## src/rtl/muldiv_sequencer_if.sv

```systemverilog
// Signal bundle between the control unit, the sequencer and the multiply/divide units.
// Handshake: OpStart is a one-cycle request strobe that is taken only while Busy=0; Busy is the
// not-ready indication, so a requester holding a request must stall until Busy drops. Unit done
// flags are levels that are sampled only while the sequencer is waiting on that unit.
interface muldiv_sequencer_if #(
  parameter int WIDTH = 32
);
  logic             OpStart;
  logic             OpDiv;
  logic [WIDTH-1:0] A;
  logic [WIDTH-1:0] B;
  logic             Abort;
  logic             HiWr;
  logic             LoWr;
  logic [WIDTH-1:0] WrData;
  logic [WIDTH-1:0] MdA;
  logic [WIDTH-1:0] MdB;
  logic             MultStart;
  logic             DivStart;
  logic             MultDone;
  logic             DivDone;
  logic [WIDTH-1:0] MultHi;
  logic [WIDTH-1:0] MultLo;
  logic [WIDTH-1:0] DivHi;
  logic [WIDTH-1:0] DivLo;
  logic [WIDTH-1:0] HI;
  logic [WIDTH-1:0] LO;
  logic             Busy;
  logic             Done;
  logic             DivZero;
  logic             Timeout;

  modport slave (
    input  OpStart, OpDiv, A, B, Abort, HiWr, LoWr, WrData,
    input  MultDone, DivDone, MultHi, MultLo, DivHi, DivLo,
    output MdA, MdB, MultStart, DivStart, HI, LO, Busy, Done, DivZero, Timeout
  );

  modport master (
    output OpStart, OpDiv, A, B, Abort, HiWr, LoWr, WrData,
    output MultDone, DivDone, MultHi, MultLo, DivHi, DivLo,
    input  MdA, MdB, MultStart, DivStart, HI, LO, Busy, Done, DivZero, Timeout
  );
endinterface

```

## src/rtl/muldiv_sequencer.sv

```systemverilog
// Sequences one MULT/DIV request at a time through the external units and owns HI/LO.
// Divide-by-zero is rejected in IDLE; abort drains the in-flight unit and discards its result.
module muldiv_sequencer #(
  parameter int WIDTH          = 32,
  parameter int TIMEOUT_CYCLES = 40
) (
  input  logic                clk,
  input  logic                Reset,
  muldiv_sequencer_if.slave   bus,
  output logic [1:0]          dbg_state
);

  typedef enum logic [1:0] {
    S_IDLE  = 2'd0,
    S_START = 2'd1,
    S_WAIT  = 2'd2,
    S_DRAIN = 2'd3
  } state_t;

  localparam logic [7:0] CNT_LAST = 8'(TIMEOUT_CYCLES - 1);

  state_t           state_q, state_d;
  logic [7:0]       cnt_q, cnt_d;
  logic             op_div_q, op_div_d;
  logic [WIDTH-1:0] md_a_q, md_a_d;
  logic [WIDTH-1:0] md_b_q, md_b_d;
  logic [WIDTH-1:0] hi_q, hi_d;
  logic [WIDTH-1:0] lo_q, lo_d;
  logic             mult_start_q, mult_start_d;
  logic             div_start_q, div_start_d;
  logic             done_q, done_d;
  logic             div_zero_q, div_zero_d;
  logic             timeout_q, timeout_d;

  logic             sel_done;
  logic [WIDTH-1:0] sel_hi;
  logic [WIDTH-1:0] sel_lo;

  // Only the unit selected by the latched op bit is listened to.
  assign sel_done = op_div_q ? bus.DivDone : bus.MultDone;
  assign sel_hi   = op_div_q ? bus.DivHi   : bus.MultHi;
  assign sel_lo   = op_div_q ? bus.DivLo   : bus.MultLo;

  always_comb begin
    state_d      = state_q;
    cnt_d        = cnt_q;
    op_div_d     = op_div_q;
    md_a_d       = md_a_q;
    md_b_d       = md_b_q;
    hi_d         = hi_q;
    lo_d         = lo_q;
    mult_start_d = 1'b0;
    div_start_d  = 1'b0;
    done_d       = 1'b0;
    div_zero_d   = 1'b0;
    timeout_d    = 1'b0;

    case (state_q)
      S_IDLE: begin
        if (bus.HiWr) hi_d = bus.WrData;
        if (bus.LoWr) lo_d = bus.WrData;
        if (bus.OpStart) begin
          if (bus.OpDiv && (bus.B == '0)) begin
            div_zero_d = 1'b1;
          end else begin
            md_a_d       = bus.A;
            md_b_d       = bus.B;
            op_div_d     = bus.OpDiv;
            mult_start_d = ~bus.OpDiv;
            div_start_d  = bus.OpDiv;
            state_d      = S_START;
          end
        end
      end

      S_START: begin
        cnt_d   = 8'd0;
        state_d = bus.Abort ? S_DRAIN : S_WAIT;
      end

      S_WAIT: begin
        if (bus.Abort) begin
          state_d = S_DRAIN;
        end else if (sel_done) begin
          hi_d    = sel_hi;
          lo_d    = sel_lo;
          done_d  = 1'b1;
          state_d = S_IDLE;
        end else if (cnt_q == CNT_LAST) begin
          timeout_d = 1'b1;
          state_d   = S_IDLE;
        end else begin
          cnt_d = cnt_q + 8'd1;
        end
      end

      S_DRAIN: begin
        // Result of an aborted op is thrown away; we only wait for the unit to go quiet.
        if (sel_done) begin
          state_d = S_IDLE;
        end else if (cnt_q == CNT_LAST) begin
          timeout_d = 1'b1;
          state_d   = S_IDLE;
        end else begin
          cnt_d = cnt_q + 8'd1;
        end
      end

      default: state_d = S_IDLE;
    endcase
  end

  always_ff @(posedge clk or negedge Reset) begin
    if (!Reset) begin
      state_q      <= S_IDLE;
      cnt_q        <= 8'd0;
      op_div_q     <= 1'b0;
      md_a_q       <= '0;
      md_b_q       <= '0;
      hi_q         <= '0;
      lo_q         <= '0;
      mult_start_q <= 1'b0;
      div_start_q  <= 1'b0;
      done_q       <= 1'b0;
      div_zero_q   <= 1'b0;
      timeout_q    <= 1'b0;
    end else begin
      state_q      <= state_d;
      cnt_q        <= cnt_d;
      op_div_q     <= op_div_d;
      md_a_q       <= md_a_d;
      md_b_q       <= md_b_d;
      hi_q         <= hi_d;
      lo_q         <= lo_d;
      mult_start_q <= mult_start_d;
      div_start_q  <= div_start_d;
      done_q       <= done_d;
      div_zero_q   <= div_zero_d;
      timeout_q    <= timeout_d;
    end
  end

  assign bus.MdA       = md_a_q;
  assign bus.MdB       = md_b_q;
  assign bus.HI        = hi_q;
  assign bus.LO        = lo_q;
  assign bus.MultStart = mult_start_q;
  assign bus.DivStart  = div_start_q;
  assign bus.Done      = done_q;
  assign bus.DivZero   = div_zero_q;
  assign bus.Timeout   = timeout_q;
  assign bus.Busy      = (state_q != S_IDLE);
  assign dbg_state     = state_q;

endmodule

```

## src/flat_wrapper.sv

```systemverilog
// flat-port wrapper written by rule: the top's interface ports become plain ports
module muldiv_sequencer_flat 
#(
  parameter int WIDTH          = 32,
  parameter int TIMEOUT_CYCLES = 40
)
  (clk, Reset, dbg_state, bus_OpStart, bus_OpDiv, bus_A, bus_B, bus_Abort, bus_HiWr, bus_LoWr, bus_WrData, bus_MultDone, bus_DivDone, bus_MultHi, bus_MultLo, bus_DivHi, bus_DivLo, bus_MdA, bus_MdB, bus_MultStart, bus_DivStart, bus_HI, bus_LO, bus_Busy, bus_Done, bus_DivZero, bus_Timeout);
  muldiv_sequencer_if #(.WIDTH(WIDTH)) bus_i ();
  input  logic clk;
  input  logic Reset;
  output logic [1:0] dbg_state;
  input wire logic [$bits(bus_i.OpStart)-1:0] bus_OpStart;
  input wire logic [$bits(bus_i.OpDiv)-1:0] bus_OpDiv;
  input wire logic [$bits(bus_i.A)-1:0] bus_A;
  input wire logic [$bits(bus_i.B)-1:0] bus_B;
  input wire logic [$bits(bus_i.Abort)-1:0] bus_Abort;
  input wire logic [$bits(bus_i.HiWr)-1:0] bus_HiWr;
  input wire logic [$bits(bus_i.LoWr)-1:0] bus_LoWr;
  input wire logic [$bits(bus_i.WrData)-1:0] bus_WrData;
  input wire logic [$bits(bus_i.MultDone)-1:0] bus_MultDone;
  input wire logic [$bits(bus_i.DivDone)-1:0] bus_DivDone;
  input wire logic [$bits(bus_i.MultHi)-1:0] bus_MultHi;
  input wire logic [$bits(bus_i.MultLo)-1:0] bus_MultLo;
  input wire logic [$bits(bus_i.DivHi)-1:0] bus_DivHi;
  input wire logic [$bits(bus_i.DivLo)-1:0] bus_DivLo;
  output wire logic [$bits(bus_i.MdA)-1:0] bus_MdA;
  output wire logic [$bits(bus_i.MdB)-1:0] bus_MdB;
  output wire logic [$bits(bus_i.MultStart)-1:0] bus_MultStart;
  output wire logic [$bits(bus_i.DivStart)-1:0] bus_DivStart;
  output wire logic [$bits(bus_i.HI)-1:0] bus_HI;
  output wire logic [$bits(bus_i.LO)-1:0] bus_LO;
  output wire logic [$bits(bus_i.Busy)-1:0] bus_Busy;
  output wire logic [$bits(bus_i.Done)-1:0] bus_Done;
  output wire logic [$bits(bus_i.DivZero)-1:0] bus_DivZero;
  output wire logic [$bits(bus_i.Timeout)-1:0] bus_Timeout;
  assign bus_i.OpStart = bus_OpStart;
  assign bus_i.OpDiv = bus_OpDiv;
  assign bus_i.A = bus_A;
  assign bus_i.B = bus_B;
  assign bus_i.Abort = bus_Abort;
  assign bus_i.HiWr = bus_HiWr;
  assign bus_i.LoWr = bus_LoWr;
  assign bus_i.WrData = bus_WrData;
  assign bus_i.MultDone = bus_MultDone;
  assign bus_i.DivDone = bus_DivDone;
  assign bus_i.MultHi = bus_MultHi;
  assign bus_i.MultLo = bus_MultLo;
  assign bus_i.DivHi = bus_DivHi;
  assign bus_i.DivLo = bus_DivLo;
  assign bus_MdA = bus_i.MdA;
  assign bus_MdB = bus_i.MdB;
  assign bus_MultStart = bus_i.MultStart;
  assign bus_DivStart = bus_i.DivStart;
  assign bus_HI = bus_i.HI;
  assign bus_LO = bus_i.LO;
  assign bus_Busy = bus_i.Busy;
  assign bus_Done = bus_i.Done;
  assign bus_DivZero = bus_i.DivZero;
  assign bus_Timeout = bus_i.Timeout;
  muldiv_sequencer #(.WIDTH(WIDTH), .TIMEOUT_CYCLES(TIMEOUT_CYCLES)) u_core (.clk(clk), .Reset(Reset), .bus(bus_i), .dbg_state(dbg_state));
endmodule
```

## config.mk

```make
export PLATFORM = sky130hd
export DESIGN_NAME = muldiv_sequencer_flat
export DESIGN_NICKNAME = d
export VERILOG_FILES = /design/src/rtl/muldiv_sequencer_if.sv /design/src/rtl/muldiv_sequencer.sv /design/src/flat_wrapper.sv
export SDC_FILE = /design/constraint.sdc
export NUM_CORES = 1
export LEC_CHECK = 0
export ABC_AREA = 1
export BUFFER_PORTS_ARGS = -buffer_cell sky130_fd_sc_hd__buf_2
export CAP_MARGIN = 20
export CORE_ASPECT_RATIO = 0.9
export CORE_MARGIN = 10
export CORE_UTILIZATION = 30
export CTS_BUF_LIST = sky130_fd_sc_hd__clkbuf_8
export DETAILED_ROUTE_END_ITERATION = 10
export SLEW_MARGIN = 10
export SYNTH_ARGS = -nofsm -noshare
export SYNTH_HDL_FRONTEND = slang
export SYNTH_SLANG_ARGS = --single-unit
export TNS_END_PERCENT = 50
```

## constraint.sdc

```tcl
create_clock -name clk -period 1.75 [get_ports clk]
set_input_delay 0.175 -clock clk [delete_from_list [all_inputs] [get_ports clk]]
set_output_delay 0.175 -clock clk [all_outputs]
set_load 0.02 [all_outputs]
```

* Word-level counts from Yosys, hierarchy flattened *
Cells that the tools add are included.

word-level totals
  register bits = 144
  input bits = 233
  output and inout bits = 136
  logic and storage cells = 74

cells by class
  add/sub/neg operators = 1
  equality and inequality tests = 10
  multiplexer cells = 38
  bitwise operators = 2
  reduce and logical (&&, ||, !) cells = 11

operators with widths
  cell                                                    number
  two-way mux 32 bit                                      8
  one-hot mux 32 bit (2 select lines)                     2
  zero test 32 bit                                        1
  two-way mux 8 bit                                       3
  one-hot mux 8 bit (3 select lines)                      1
  two-way mux 1 bit                                       17
  two-way mux 2 bit                                       5
  inequality test 2 bit (second input constant)           5
  adder 8 x 1 -> 8 bit (second input constant)            1
  == test 8 x 6 -> 1 bit (second input constant)          1
  one-hot mux 2 bit (4 select lines)                      1
  AND reduction 4 bit                                     2
  == test 2 bit (second input constant)                   2
  AND reduction 2 bit                                     2
  nonzero test 2 bit                                      2
  AND reduction 3 bit                                     1
  nonzero test 3 bit                                      1
  == test 2 x 1 -> 1 bit (second input constant)          1
  zero test 2 bit                                         1
  inequality test 2 x 1 -> 1 bit (second input constant)  1
  NOT 1 bit                                               2
  one-hot mux 1 bit (2 select lines)                      1
  logical AND 1 bit                                       1

* Depth between registers and ports, before layout *
Gate-level depths: netlist of the first run.

  depth in word-level cells = 5
  depth in mapped cells = 10

* Least setup slack after synthesis of the first run *
No wires, ideal clock.

  kind = reg2reg
  from = register u_core.state_q[1] (netlist: u_core.dbg_state[1])
  to = register u_core.lo_q[10] (netlist: u_core.bus.LO[10])
  setup time = 0.123 ns
  arrival = 1.377 ns
  path slack = 0.250 ns
  stages on the path, launching flop included = 8
  period minus slack after synthesis = 1.500 ns
  path through = dfrtp_1 -> buf_6 -> a21oi_1 -> nand2_1 -> buf_4 -> buf_2 -> o21ai_0 -> nand2_1

between the ends
  word-level cells in the longest chain between the ends = 3

ends and longest elaborated chain
  element                                                                 line                     source
  start: declaration                                                      muldiv_sequencer.sv:22   state_t state_q, state_d;
  start signal: assignment                                                muldiv_sequencer.sv:128  state_q <= state_d;
  == test 2 bit or zero test 2 bit (tied branches)                        muldiv_sequencer.sv:58   case (state_q)
  inequality test 2 x 1 -> 1 bit (no line), or another cell as far along  n/a
  AND reduction 4 bit (no line)                                           n/a
  end signal: assignment                                                  muldiv_sequencer.sv:134  lo_q <= lo_d;
  end: declaration                                                        muldiv_sequencer.sv:28   logic [WIDTH-1:0] lo_q, lo_d;

Several ways; a longest one is shown, not always the timed one.
A chain may end at the register's enable or synchronous reset.

* Worst setup path after layout of the first run *
  from = input port bus_B[1]
  to = register u_core.md_a_q[31] (netlist: u_core.bus.MdA[31])

between the ends
  word-level cells in the longest chain between the ends = 4

ends and longest elaborated chain
  element                        line                     source
  start: declaration             flat_wrapper.sv:15       input wire logic [$bits(bus_i.B)-1:0] bus_B;
  zero test 32 bit               muldiv_sequencer.sv:63   if (bus.OpDiv && (bus.B == '0)) begin
  logical AND 1 bit              muldiv_sequencer.sv:63
  NOT 1 bit (no line)            n/a
  AND reduction 3 bit (no line)  n/a
  end signal: assignment         muldiv_sequencer.sv:131  md_a_q <= md_a_d;
  end: declaration               muldiv_sequencer.sv:25   logic [WIDTH-1:0] md_a_q, md_a_d;

Every way passes these cells.

==> out/results.tsv, run 1 <==
metric	value	unit
status	complete, no violations	
core area	0.0241	mm²
setup slack after layout	85.4	ps
EDFF count, synth	0	
post-synthesis mux area share	0	
largest family of logic cells by synthesized area	simple AND/OR/NAND/NOR gates	
# setup viols final	0	
# nets final	1601	
total gr overflow	0	
critical-path cell list	dlygate4sd3_1, buf_2, nor2_1, nand2_1, nor2_1, nand2_1, nor2_4, nand2_4, nand2_4, buf_12, nand2_1, nand2_1	
Slowest cell on crit path	dlygate4sd3_1	
Iter 0 DRT Violations	493	
Max FO, Critical Path	21	
routability congestion estimate	0.895	
CTS tree	done	
1st-pass router iterations	5	
ys async rst share	1.00	
GRT met1 Usage	0.228	
worst slack at placement	126	ps
critical hold path startpoint	bus_WrData[18]	
Worst Hold Class	in -> reg	
Compound-Gate Fraction of Synth Area	0.142	
simple-gate portion of the synthesized area	0.293	
Initial Utilization	0.303	
vias after detailed routing	8131	
Mapped Area	0.00731	mm²
max frequency	0.601	GHz
pin count of the biggest net entering global routing	66	
Yosys top cell by area	dfrtp_1	
grt met3 use	0.0667	
Max Clock Skew	13.1	ps
startpoint type of the worst setup path	input pin	
Top-Level Pins	369	
GR Layer Usage met2	0.308	
crit path time final	1660	ps
DRC violations left	0	
Worst Setup EP	u_core.bus.MdA[31]	
Post-Route WL	30200	µm
Final ANT Viol Nets	0	
r2r endpoint	u_core.bus.HI[3]	
PortBufs	368	
# clock sinks	144	
VDD IR-drop max	0.537	mV
final hold vios	0	
Max Slew Vio Count	0	
Post-Synth Adder-Cell Area	0.00171	
Yosys warning count	0	
Clk Latency, worst-skew pair	460	ps
row count	54	
RSZ-0062 raised after global routing	true	
Critical Path RT	2130	ps
Die Ht	168	µm
share of cells above drive strength 1	0.333	
leakage power	0.00567	µW
r2r worst-path depth	6	
Seq/Total Area, Yosys	0.493	
design area	0.0106	mm²
Synth Area in XOR/XNOR	0.00239	
cell mode on critical path	nand2_1	
max_slew headroom	0.735	
Synth top area share	0.493	
Die Wd	185	µm
DPL Wire Length	22900	µm
critical path class	in -> reg	
initial antenna violation count	3	
vias in the first global route	8361	
P&R area growth vs syn	44.6	%
CP Capture Type	flip-flop	
Clock Path Buffers	2	
htree depth	4	
Avg Cell Area, Syn	7.72	µm²
Design Power	17500	µW
fin crit share	0.951	
Wirelength per Cell	17.9	µm
CTS buffer count	17	
R2R setup slack	130	ps
Reg clk slew, reported paths	90	ps
cells after synthesis	948	
Cell Pwr Density	1660	mW/mm²
worst slew pin tran	397	ps
clock root buffer	clkbuf_8	
gr busiest metal	met2	
routed vias/inst	4.81	
FF-to-FF Start	u_core.dbg_state[0]	
Worst Setup SP	bus_B[1]	
Maximum Capacitance Violations	0	
GRT Overall Usage	0.189	
Placed Instance Area	0.00954	mm²
Synthesized Nets	1182	
Primary FF master, synth	dfrtp_1	
#FFs+latches synth	144	
Worst EP arrival	2050	ps
Synth cell types	29	
first-pass GRT wire length	46600	µm
slowest cell delay on critical path	540	ps
DIE AREA	0.0310	mm²
ranking of synthesized cells by area	dfrtp_1, nand2_1, o21ai_1, o21ai_0, nor2_1	
WHS	61.8	ps
Final Core Density	0.439	
## metal layers
layer	wire, µm	part of all wire
met5	0	0
met4	690	0.023
met3	2860	0.095
met2	14300	0.47
met1	12400	0.41
## flip-flops by register name, indices dropped and copies added (netlist names), 2 cells and up
name and flops:
u_core.bus.LO 32, u_core.cnt_q 8, u_core.dbg_state 2, u_core.bus.MdB 32, u_core.bus.HI 32, u_core.bus.MdA 32
## layout make-up
| class | instances | area [µm²] |
|---|---|---|
| Inverter | 18 | 70.1 |
| Sequential cell | 144 | 3600 |
| Multi-Input combinational cell | 721 | 3220 |
| Antenna cell | 1 | 2.50 |
| Clock buffer | 17 | 234 |
| Clock inverter | 15 | 124 |
| Timing Repair Buffer | 465 | 2940 |
| Tap cell | 308 | 385 |
| Fill cell | 2436 | 13500 |
## per-stage QoR
step | TNS [ps] | std cells
floorplan | 0 | 948
global placement | 0 | 1589
detailed placement | 0 | 1589
CTS | 0 | 1688
global route | -0.729 | 1688
finish | 0 | 1689
## worst max-delay path: cells and delay by family
kind	cells	cell delay, ps
buffers and inverters	3	860
and+or+nand+nor	9	1010
## cells in the mapped netlist, types with 3 or more instances
| cell | number |
|---|---|
| a21oi_1 | 3 |
| dfrtp_1 | 144 |
| nor2_1 | 95 |
| clkbuf_1 | 19 |
| nand3_2 | 10 |
| nor2_4 | 4 |
| nand4_1 | 4 |
| nand3_1 | 63 |
| o21ai_0 | 78 |
| buf_2 | 22 |
| inv_2 | 4 |
| buf_6 | 20 |
| nor3_1 | 3 |
| nand2_1 | 326 |
| nor2_2 | 3 |
| o21ai_1 | 122 |
| inv_1 | 13 |
## report_power, final
group | total (µW) | switching [µW] | internal (µW) | leakage [µW]
Sequential | 5550 | 797 | 4750 | 0.00182
Combinational | 9460 | 6380 | 3080 | 0.00368
Clock | 2500 | 1480 | 1020 | 0.000174
Total | 17500 | 8660 | 8850 | 0.00567
## layout by cell type (no fill, tap or decap), types with 2 or more instances in the layout
| master | netlist | routed |
|---|---|---|
| dlygate4sd3_1 | 0 | 67 |
| nor2_1 | 95 | 95 |
| buf_4 | 2 | 14 |
| nand3_2 | 10 | 11 |
| dfrtp_1 | 144 | 143 |
| buf_2 | 22 | 367 |
| inv_8 | 0 | 2 |
| a21oi_1 | 3 | 3 |
| buf_12 | 0 | 15 |
| clkinvlp_4 | 0 | 4 |
| o21ai_0 | 78 | 76 |
| clkinv_2 | 0 | 2 |
| nor3_1 | 3 | 3 |
| clkbuf_8 | 0 | 17 |
| inv_6 | 0 | 6 |
| nand4_1 | 4 | 4 |
| o21ai_1 | 122 | 124 |
| inv_2 | 4 | 4 |
| nand2_1 | 326 | 325 |
| nand2_4 | 1 | 2 |
| xor2_1 | 2 | 2 |
| nor2_4 | 4 | 4 |
| nor2_2 | 3 | 3 |
| nand3_1 | 63 | 62 |
| buf_6 | 20 | 2 |
| inv_1 | 13 | 13 |
## worst min path at each step
stage | endpoint | slack, ps | cells past startpoint
6_report | u_core.bus.LO[18] | 60 | 5
5_1_grt | u_core.bus.LO[13] | 60 | 5
4_1_cts | u_core.bus.LO[18] | 20 | 5
3_5_place_dp | u_core.bus.MdA[29] | 110 | 1
3_3_place_gp | u_core.bus.MdA[29] | 110 | 1
2_1_floorplan | u_core.bus.DivStart | -120 | 0
## logic make-up (layout without fill, tap and decap cells)
family | after synthesis | count (layout)
simple gates | 512 | 512
compound gates | 206 | 206
flops | 144 | 144
buf+inv | 83 | 515
xor+xnor | 2 | 2
fa+ha+maj | 1 | 1
other cells | 0 | 1
## what timing repair did
item	4_1_cts	5_1_grt
endpoints found under the hold margin	193	0
hold buffers	67	0
buffers inserted	0	0
setup endpoints to repair	0	50
resized for setup	0	5
Power figures use the tool's default switching activity.
==> inputs of run 2 (changes only) <==
--- a/config.mk
+++ b/config.mk
@@ -13,6 +13,7 @@
 export CORE_UTILIZATION = 30
 export CTS_BUF_LIST = sky130_fd_sc_hd__clkbuf_8
 export DETAILED_ROUTE_END_ITERATION = 10
+export PLACE_DENSITY = 0.69
 export SLEW_MARGIN = 10
 export SYNTH_ARGS = -nofsm -noshare
 export SYNTH_HDL_FRONTEND = slang
==> constraint.sdc (replaced) <==
create_clock -name clk -period 1.5 [get_ports clk]
set_input_delay 0.15 -clock clk [delete_from_list [all_inputs] [get_ports clk]]
set_output_delay 0.15 -clock clk [all_outputs]
set_load 0.02 [all_outputs]
==> run 2 against run 1 <==
Compared with the run above:
- via count grew 4.3%
- non-clock buffer count rose by 26
- worst setup slack got worse by 110 ps
- total power rose by 29%
- sequential power rose by 18%
- critical path type is now reg -> reg
- the run now ends with setup timing left
==> out/results.tsv, run 2 (synthesis gave the netlist of run 1 again) <==
metric	value	unit	change
status	complete, but fails checks		
failing checks	setup timing		
# setup viols final	1		+1
vias in the first global route	8635		+3.3%
first-pass GRT wire length	47100	µm	+1.1%
1st-pass router iterations	7		+2
dpl cells	1609		+1.3%
Initial Utilization	0.303		unchanged
Iter 0 DRT Violations	488		-1.0%
Finished Layout Cells	1714		+1.5%
startpoint type of the worst setup path	flip-flop		
Die Ht	168	µm	unchanged
Wirelength per Cell	19.5	µm	+8.8%
vias after detailed routing	8477		+4.3%
Worst EP arrival	1910	ps	-140 ps
CTS tree	done		
# clock sinks	144		unchanged
initial antenna violation count	4		+1
Die Wd	185	µm	unchanged
Clk Latency, worst-skew pair	460	ps	about the same
routed vias/inst	4.95		+2.7%
Design Power	22600	µW	+29%
Final ANT Viol Nets	0		unchanged
Reg clk slew, reported paths	90	ps	about the same
PortBufs	368		unchanged
setup slack after layout	-25.3	ps	-111 ps
htree depth	4		unchanged
VDD IR-drop max	0.921	mV	+71%
RSZ-0062 raised after global routing	true		
Top-Level Pins	369		unchanged
Max Slew Vio Count	0		unchanged
filler instances	2356		-3.3%
share of cells above drive strength 1	0.379		+0.0453
# nets final	1627		+1.6%
Metal-1 WL	13300	µm	+7.5%
Clock Path Buffers	2		unchanged
core area	0.0241	mm²	unchanged
crit path time final	1530	ps	
final hold vios	0		unchanged
GRT Overall Usage	0.190		+0.000655
P&R area growth vs syn	53.4	%	
Max FO, Critical Path	8		-62%
worst slew pin tran	384	ps	-12.9 ps
fin crit share	1.02		
Post-Route WL	33400	µm	+10%
Maximum Capacitance Violations	0		unchanged
routability congestion estimate	0.901		+0.58%
CTS buffer count	17		unchanged
max frequency	0.656	GHz	
CP Capture Type	flip-flop		
Max Clock Skew	16.2	ps	+3.09 ps
Worst Hold Class	in -> reg		
DRC violations left	0		unchanged
DPL Wire Length	23200	µm	+1.1%
Cell Pwr Density	2020	mW/mm²	+22%
commonest non-fill, non-tap cell in the layout	buf_2		
max_slew headroom	0.744		+0.00858
WL met2	15800	µm	+11%
pin count of the biggest net entering global routing	66		unchanged
row count	54		unchanged
DIE AREA	0.0310	mm²	unchanged
critical path class	reg -> reg		
top routing layer used	met5		
leakage power	0.00600	µW	+5.8%
clock root buffer	clkbuf_8		
total gr overflow	0		unchanged
Critical Path RT	1890	ps	-240 ps
multi-input logic area	0.00338	mm²	+4.9%
most frequent cells in the layout	buf_2, nand2_1, dfrtp_1, o21ai_1, nor2_1		
DR WL met3	3220	µm	+12%
register area	0.00361	mm²	about the same
## run 2: changes by cell type in the layout (fill, tap and decap cells not counted), sizes merged
cell and change:
buf +24, bufinv +3, dlygate4sd3 -11, dlymetal6s4s +3, inv -3, clkinv +2
clkinvlp -3, clkbuf +10
## run 2: routing by layer
layer,vias up,global-route usage
met4,2,0.0673
li1,3988,-
met3,74,0.0658
met2,466,0.313
met5,-,0
met1,3947,0.224
## run 2: worst max-delay path: stages, from the launching register on
cell       delay, ps
dfrtp_2          470
inv_4             70
nor2_4           180
buf_6            160
clkbuf_16        180
o21ai_1           80
o21ai_2          180
nand2_1           70
nand2_1           70
## run 2: per-stage QoR
stage / instance area, µm² / setup TNS [ps] / setup WS [ps] / utilization / hold slack (ps)
after floorplan: 7320 / 0 / 40.5 / - / -146
after global placement: 9670 / -8520 / -157 / 0.401 / 82.1
after detailed placement: 9670 / -11810 / -195 / 0.401 / 79.1
after CTS: 10700 / -31.5 / -31.5 / 0.443 / 1.09
after global routing: 11200 / -5790 / -87.0 / 0.465 / 5.09
final: 11200 / -25.3 / -25.3 / 0.465 / 35.3
## run 2: final timing paths
| kind | startpoint | end | slack, ps | depth (start not counted) |
|---|---|---|---|---|
| max in group asynchronous | Reset | u_core.bus.LO[6] | 730 | 3 |
| min in group asynchronous | Reset | u_core.bus.MdA[19] | 160 | 2 |
| max reg2reg | u_core.dbg_state[1] | u_core.bus.LO[27] | -30 | 8 |
| max | u_core.dbg_state[1] | u_core.bus.LO[27] | -30 | 8 |
| min | bus_B[13] | u_core.bus.MdB[13] | 40 | 4 |
| min reg2reg | u_core.bus.MdB[19] | u_core.bus.MdB[19] | 470 | 2 |
## run 2: area by class of cell
cell class / count / area share
multi-input combinational: 721 / 0.301
inverter: 18 / 0.00647
antenna: 1 / 0.000223
sequential: 144 / 0.321
timing repair buffer: 491 / 0.299
tap: 308 / 0.0343
clock buffer: 17 / 0.0208
clock inverter: 14 / 0.0163
## run 2: timing repair
item,CTS,global route
pin swaps,0,39
setup buffers,0,5
gates cloned,0,15
hold endpoints to repair,203,0
endpoints found under the setup margin,33,138
gates resized for setup,2,95
hold buffers,59,0
## run 2: power breakdown
group	total [µW]	internal, µW	switching (µW)	leakage [µW]
combinational	12800	4570	8200	0.00397
sequential	6530	5550	979	0.00182
clock	3340	1670	1660	0.000211
total	22600	11800	10800	0.00600
